`src/rtl/prog_mem_pkg.sv`:
```
// Shared definitions for the program-memory responder.
// Holds the FSM state type, the address/data widths of the core-side and
// external byte-wide interfaces, and the default word returned on a
// timed-out fetch.
package prog_mem_pkg;

  localparam int PROG_ADR_W = 13;
  localparam int PROG_DAT_W = 14;
  localparam int EXT_DAT_W  = 8;

  localparam logic [PROG_DAT_W-1:0] FILL_WORD_DEFAULT = 14'h0000;

  typedef enum logic [1:0] {
    IDLE  = 2'd0,
    RD_LO = 2'd1,
    RD_HI = 2'd2,
    RESP  = 2'd3
  } state_t;

endpackage

```
`src/rtl/prog_byte_timer.sv`:
```
// Per-byte-phase wait counter.
// Ports:
//   clk     - clock
//   rst     - asynchronous active-high reset
//   start   - clear the count (beginning of a new byte phase); wins over en
//   en      - count this cycle (a byte phase is in progress)
//   expired - current cycle is the last one allowed for the phase
module prog_byte_timer #(
  parameter int unsigned TIMEOUT_CYCLES = 15
) (
  input  logic clk,
  input  logic rst,
  input  logic start,
  input  logic en,
  output logic expired
);

  logic [7:0] cnt;

  always_ff @(posedge clk or posedge rst) begin
    if (rst) begin
      cnt <= '0;
    end else if (start) begin
      cnt <= '0;
    end else if (en) begin
      cnt <= cnt + 8'd1;
    end
  end

  // The count holds the index of the current cycle within the phase, so
  // the final allowed cycle is index TIMEOUT_CYCLES-1.
  assign expired = en && (cnt == 8'(TIMEOUT_CYCLES - 1));

endmodule

```
`src/rtl/prog_mem_responder.sv`:
```
// Program-memory responder: serves 14-bit instruction fetches from the core
// out of a one-entry word cache, or by reading two bytes (low then high)
// from a byte-wide external memory, with a per-byte timeout.
// Ports:
//   clk_i, pon_rst_i         - clock, asynchronous active-high reset
//   prog_req_i, prog_adr_i   - fetch request and word address from the core
//   inv_i                    - invalidate the cached word
//   prog_busy_o              - high while a fetch is in progress
//   prog_vld_o, prog_dat_o   - one-cycle result pulse and fetched word
//   prog_err_o               - result pulse came from a timeout
//   ext_rd_o, ext_adr_o      - external byte read strobe and byte address
//   ext_dat_i, ext_ack_i     - external byte data and read completion
module prog_mem_responder
  import prog_mem_pkg::*;
#(
  parameter int unsigned            TIMEOUT_CYCLES = 15,
  parameter logic [PROG_DAT_W-1:0]  FILL_WORD      = FILL_WORD_DEFAULT
) (
  input  logic                    clk_i,
  input  logic                    pon_rst_i,
  input  logic                    prog_req_i,
  input  logic [PROG_ADR_W-1:0]   prog_adr_i,
  input  logic                    inv_i,
  output logic                    prog_busy_o,
  output logic                    prog_vld_o,
  output logic [PROG_DAT_W-1:0]   prog_dat_o,
  output logic                    prog_err_o,
  output logic                    ext_rd_o,
  output logic [PROG_ADR_W:0]     ext_adr_o,
  input  logic [EXT_DAT_W-1:0]    ext_dat_i,
  input  logic                    ext_ack_i
);

  state_t                  state;
  logic [PROG_ADR_W-1:0]   adr;
  logic [PROG_DAT_W-1:0]   word;
  logic                    cache_vld;
  logic [PROG_ADR_W-1:0]   tag;
  logic [PROG_DAT_W-1:0]   cache_word;
  // Remembers an invalidate seen while the word was being read, so the
  // returned word is not written into the cache.
  logic                    inv_pend;

  logic hit;
  logic tmr_start;
  logic tmr_en;
  logic expired;
  logic [PROG_DAT_W-1:0] hi_word;

  assign hit       = cache_vld && (tag == prog_adr_i) && !inv_i;
  assign tmr_en    = (state == RD_LO) || (state == RD_HI);
  assign tmr_start = ((state == IDLE) && prog_req_i && !hit) ||
                     ((state == RD_LO) && ext_ack_i);
  // Assembled word on the high-byte ack; bits [7:6] of that byte are dropped.
  assign hi_word   = {ext_dat_i[5:0], word[7:0]};

  prog_byte_timer #(
    .TIMEOUT_CYCLES (TIMEOUT_CYCLES)
  ) u_timer (
    .clk     (clk_i),
    .rst     (pon_rst_i),
    .start   (tmr_start),
    .en      (tmr_en),
    .expired (expired)
  );

  always_ff @(posedge clk_i or posedge pon_rst_i) begin
    if (pon_rst_i) begin
      state       <= IDLE;
      adr         <= '0;
      word        <= '0;
      cache_vld   <= 1'b0;
      tag         <= '0;
      cache_word  <= '0;
      inv_pend    <= 1'b0;
      prog_busy_o <= 1'b0;
      prog_vld_o  <= 1'b0;
      prog_dat_o  <= '0;
      prog_err_o  <= 1'b0;
      ext_rd_o    <= 1'b0;
      ext_adr_o   <= '0;
    end else begin
      if (inv_i) begin
        cache_vld <= 1'b0;
      end
      case (state)
        IDLE: begin
          if (prog_req_i) begin
            adr         <= prog_adr_i;
            inv_pend    <= 1'b0;
            prog_busy_o <= 1'b1;
            if (hit) begin
              state      <= RESP;
              word       <= cache_word;
              prog_dat_o <= cache_word;
              prog_err_o <= 1'b0;
              prog_vld_o <= 1'b1;
            end else begin
              state     <= RD_LO;
              ext_rd_o  <= 1'b1;
              ext_adr_o <= {prog_adr_i, 1'b0};
            end
          end
        end
        RD_LO: begin
          if (inv_i) begin
            inv_pend <= 1'b1;
          end
          if (ext_ack_i) begin
            word[7:0] <= ext_dat_i;
            state     <= RD_HI;
            ext_adr_o <= {adr, 1'b1};
          end else if (expired) begin
            state      <= RESP;
            word       <= FILL_WORD;
            prog_dat_o <= FILL_WORD;
            prog_err_o <= 1'b1;
            prog_vld_o <= 1'b1;
            ext_rd_o   <= 1'b0;
            ext_adr_o  <= '0;
          end
        end
        RD_HI: begin
          if (inv_i) begin
            inv_pend <= 1'b1;
          end
          if (ext_ack_i) begin
            word[13:8] <= ext_dat_i[5:0];
            state      <= RESP;
            prog_dat_o <= hi_word;
            prog_err_o <= 1'b0;
            prog_vld_o <= 1'b1;
            ext_rd_o   <= 1'b0;
            ext_adr_o  <= '0;
            // An invalidate in this same cycle also blocks the write, so
            // cache_vld stays cleared.
            if (!inv_pend && !inv_i) begin
              tag        <= adr;
              cache_word <= hi_word;
              cache_vld  <= 1'b1;
            end
          end else if (expired) begin
            state      <= RESP;
            word       <= FILL_WORD;
            prog_dat_o <= FILL_WORD;
            prog_err_o <= 1'b1;
            prog_vld_o <= 1'b1;
            ext_rd_o   <= 1'b0;
            ext_adr_o  <= '0;
          end
        end
        RESP: begin
          state       <= IDLE;
          prog_vld_o  <= 1'b0;
          prog_err_o  <= 1'b0;
          prog_busy_o <= 1'b0;
        end
        default: state <= IDLE;
      endcase
    end
  end

endmodule

```
`config.mk`:
```
export PLATFORM = sky130hd
export DESIGN_NAME = prog_mem_responder
export DESIGN_NICKNAME = d
export VERILOG_FILES = /design/src/rtl/prog_mem_pkg.sv /design/src/rtl/prog_byte_timer.sv /design/src/rtl/prog_mem_responder.sv
export SDC_FILE = /design/constraint.sdc
export NUM_CORES = 1
export LEC_CHECK = 0
export ABC_AREA = 1
export CAP_MARGIN = 10
export CELL_PAD_IN_SITES_DETAIL_PLACEMENT = 0
export CELL_PAD_IN_SITES_GLOBAL_PLACEMENT = 1
export CORE_MARGIN = 10
export CORE_UTILIZATION = 44
export CTS_CLUSTER_SIZE = 16
export DETAILED_ROUTE_END_ITERATION = 12
export GPL_ROUTABILITY_DRIVEN = 0
export PLACE_DENSITY_LB_ADDON = 0.05
export SETUP_SLACK_MARGIN = 0.15
export SYNTH_ARGS = -nofsm -noshare
export SYNTH_HDL_FRONTEND = slang
export SYNTH_SLANG_ARGS = --single-unit
export TNS_END_PERCENT = 100
```
`constraint.sdc`:
```
create_clock -name clk_i -period 4.75 [get_ports clk_i]
set_input_delay 0.475 -clock clk_i [delete_from_list [all_inputs] [get_ports clk_i]]
set_output_delay 0.475 -clock clk_i [all_outputs]
set_load 0.005 [all_outputs]
```
==> metrics.md <==
| Metric | Value |
|---|---|
| Run status | `finished, final reports clean` |
| Register area share after synthesis | `between 40 and 50%` |
| Gr ovfl total | `0` |
| Num CTS Buffers | `9` |
| Leak pwr | `slightly above 0.003 uW` |
| Cell row count | `39` |
| Routed Antenna Nets | `0` |
| Layout fillers | `~1100` |
| Max frequency | `roughly 350 MHz` |
| Initial DRT Pass Iterations | `5` |
| Worst Path Buf+Inv | `3` |
| Core Util, Final | `between 50% and 60%` |
| Hold crit path type | `reg2reg` |
| Clock sinks | `slightly above 90` |
| Critical Path Slowest Stage Cell | `clkdlybuf4s50_1` |
| Worst Hold Depth | `2` |
| Setup violators final | `0` |
| Cell with the most instances after synthesis | `nand2_1` |
| Clk slew on worst S/H paths | `~0.060 ns` |
| Peak VDD IR | `0.3577 mV` |
| Initial antenna violation count | `0` |
| Total GRT Usage | `roughly 18%` |
| Pwr/cell area | `approximately 640 mW/mm^2` |
| Post-DP HPWL | `around 9900 um` |
| Metal-1 WL | `roughly 6900 um` |
| Total power draw | `between 3000 and 4000 uW` |
| Commonest cells in the netlist | `nand2_1 (247), dfrtp_1 (92), inv_1 (64)` |
| DR WL met2 | `between 6000 and 7000 um` |
| Cells after Synth | `~700` |
| RSZ-0062 raised after global routing | `false` |
| Post-synth net total | `735` |
| H-tree depth | `3` |
| Crit end category | `flop` |
| Worst-path maximum fanout | `29` |
| I/O Buffers | `57` |
| Setup total negative slack | `0 ns` |
| R2R cell count | `8` |
| Die H | `128.1 um` |
| Maximum buffer depth of the clock tree | `2` |
| Hold buffers post-CTS | `0` |
| CP Depth | `7` |
| Top sig layer | `met4` |
| Number of synthesized flops with an enable pin | `0` |
| ANT cells | `0` |
| CTS resizes | `0` |
| Synth area leader | `dfrtp_1` |
| Largest net degree at the start of global routing | `57` |
| Clock Skew | `between 0.005 and 0.006 ns` |
| Critical path cell sequence | `clkdlybuf4s50_1 > nand2_2 > inv_2 > nand2_1 > buf_4 > nor2_1 > a21oi_1` |
| Met3 Wirelength | `~720 um` |
| Syn-to-layout area delta | `17.47%` |
| Initial core utilization | `45.05%` |
| Worst path required time | `around 5 ns` |
| Total wire length | `about 14000 um` |
| Setup crit start kind | `input port` |
| Drt drc | `0` |
| DP Worst Slack | `about 1.5 ns` |
| Worst rel slew slack | `20.48%` |
| Ys Warns | `0` |
| Max incr delay on CP | `between 0.8 and 0.9 ns` |
| # nets final | `roughly 780` |
| Synth Register Bits | `just over 90` |
| Ys flop type | `dfrtp_1` |
| CP Class | `in2reg` |
| IO Count | `between 50 and 60` |
| Share of layout cells above drive strength 1 | `slightly above 6%` |
| Post-synthesis cell type count | `32` |
| Crit path arrival time | `3.11 ns` |
| Wire length per cell | `approximately 16 um` |
| Drt initial violations | `about 400` |
| FFs w/ async S/R, synth | `100.0%` |
| Top-area cell type share of the netlist area | `approximately 45%` |
| Area of the core | `0.01142 sq mm` |
| First-pass GRT wire length | `23460 um` |
| Post-CTS Setup Inserts | `0` |
| Max-slew violation count | `0` |
| Vias | `between 4000 and 5000` |
| Clock root buffer | `clkbuf_16` |
| Period utilization | `between 60 and 70%` |
| Cell family with the largest share of critical-path delay | `buffers and inverters` |
| Vias in the first global route | `about 4500` |
| Clock latency on the worst-skew pair | `around 0.35 ns` |
| Vias per cell | `~5.3` |
| Top cells by area, synth | `dfrtp_1 (45%), nand2_1 (18%), nand3_1 (5.8%), inv_1 (4.7%), o21ai_0 (4.6%)` |
| Number of max-cap violations | `0` |
| Worst Max-Slew Pin Slew | `between 1 and 1.5 ns` |
| Die width | `128.1 um` |
| Mapped cell area | `a little over 0.005 sq mm` |
| Synthesized area per cell | `7.317 sq um` |
| Period minus WS final | `between 2 and 3 ns` |
| Final hold vios | `0` |
| Final worst slack | `1.869 ns` |
| Die area | `~0.016 sq mm` |
| CTS tree | `done` |
cell families (layout without fill, tap and decap cells):
family,count (synthesis),in the layout,share of synthesized area [%]
AND/OR/NAND/NOR,393,393,32.25
XOR/XNOR,5,5,0.8513
AO/OA/AOI/OAI,100,100,10.41
flip-flops,92,92,44.76
buffers and inverters,99,143,8.514
adder cells (fa/ha/maj),6,6,1.459
multiplexers,8,8,1.751
flip-flops by register name (all words and copies together) (netlist names):
name	cells
prog_err_o	1
state	2
cache_vld	1
word	8
tag	13
u_timer.cnt	8
prog_dat_o	14
prog_busy_o	1
adr	13
ext_rd_o	1
ext_adr_o	14
inv_pend	1
prog_vld_o	1
cache_word	14
area by class of cell:
cell class	instances	area [sq um]	share of cell area, %
flip-flops and latches	92	2302	38.10
inverters	67	252.7	4.183
multi-input cells	512	2404	39.78
clock inverters	1	30.03	0.4970
repair buffers	61	600.6	9.940
well taps	143	178.9	2.961
clock buffers	14	274.0	4.535
through the flow:
step	instance area (sq um)	cells	hold WS, ns
6_report	6042	890	0.4869
5_1_grt	6042	890	0.5131
4_1_cts	6042	890	0.4903
3_5_place_dp	5738	875	0.4743
3_3_place_gp	5738	875	0.4710
2_1_floorplan	5144	703	0.4530
routing by layer:
metal | up-vias | track usage, %
met5 | - | 0
met4 | 0 | 6.159
met3 | 18 | 3.267
met2 | 124 | 27.15
met1 | 2242 | 23.99
li1 | 2326 | -
cell usage in the layout (no fill, tap or decap):
cell and n:
ha_1 6, clkdlybuf4s50_1 57, bufinv_16 1, xor2_1 4
nand2_2 3, nand2_1 247, buf_4 4, xnor2_1 1
clkbuf_8 3, inv_1 63, nor2_4 1, clkbuf_16 9
nand3_1 60, nor2_1 54, nand3_2 1, nor3_1 1
o21ai_2 2, dfrtp_1 92, nand2_4 2, nand3_4 1
or2_2 2, a22oi_1 3, clkbuf_1 2, o211ai_1 3
a21oi_4 1, nand4_1 17, o21ai_0 47, o21ai_1 6
a21oi_1 37, inv_2 3, clkinv_2 1, mux2_2 8
o22ai_1 1, nor2_2 4
report_power, final:
part           internal [uW]  switching (uW)  total (uW)  leakage [uW]
sequential              1090             209        1300       0.00118
combinational            673            1160        1830       0.00178
clock                    449             299         748      0.000149
tightest hold or removal path, stage by stage (launching register included):
cell     delay (ns)
dfrtp_1        0.35
nand2_1        0.05
o21ai_0        0.06
final timing paths:
kind                                            start                         end  slack [ns]
hold reg to reg            cache_word[12]$_DFFE_PP0P_  cache_word[12]$_DFFE_PP0P_        0.49
hold / removal             cache_word[12]$_DFFE_PP0P_  cache_word[12]$_DFFE_PP0P_        0.49
min in group asynchronous                   pon_rst_i   ext_adr_o[12]$_DFFE_PP0P_        0.66
max in group asynchronous                   pon_rst_i  prog_dat_o[10]$_DFFE_PP0P_        3.06
setup reg to reg                 state[0]$_DFFE_PP0P_          tag[2]$_DFFE_PP0P_        1.87
setup / recovery                            ext_ack_i          tag[2]$_DFFE_PP0P_        1.87
No activity file was read; power rests on OpenSTA's default activity.
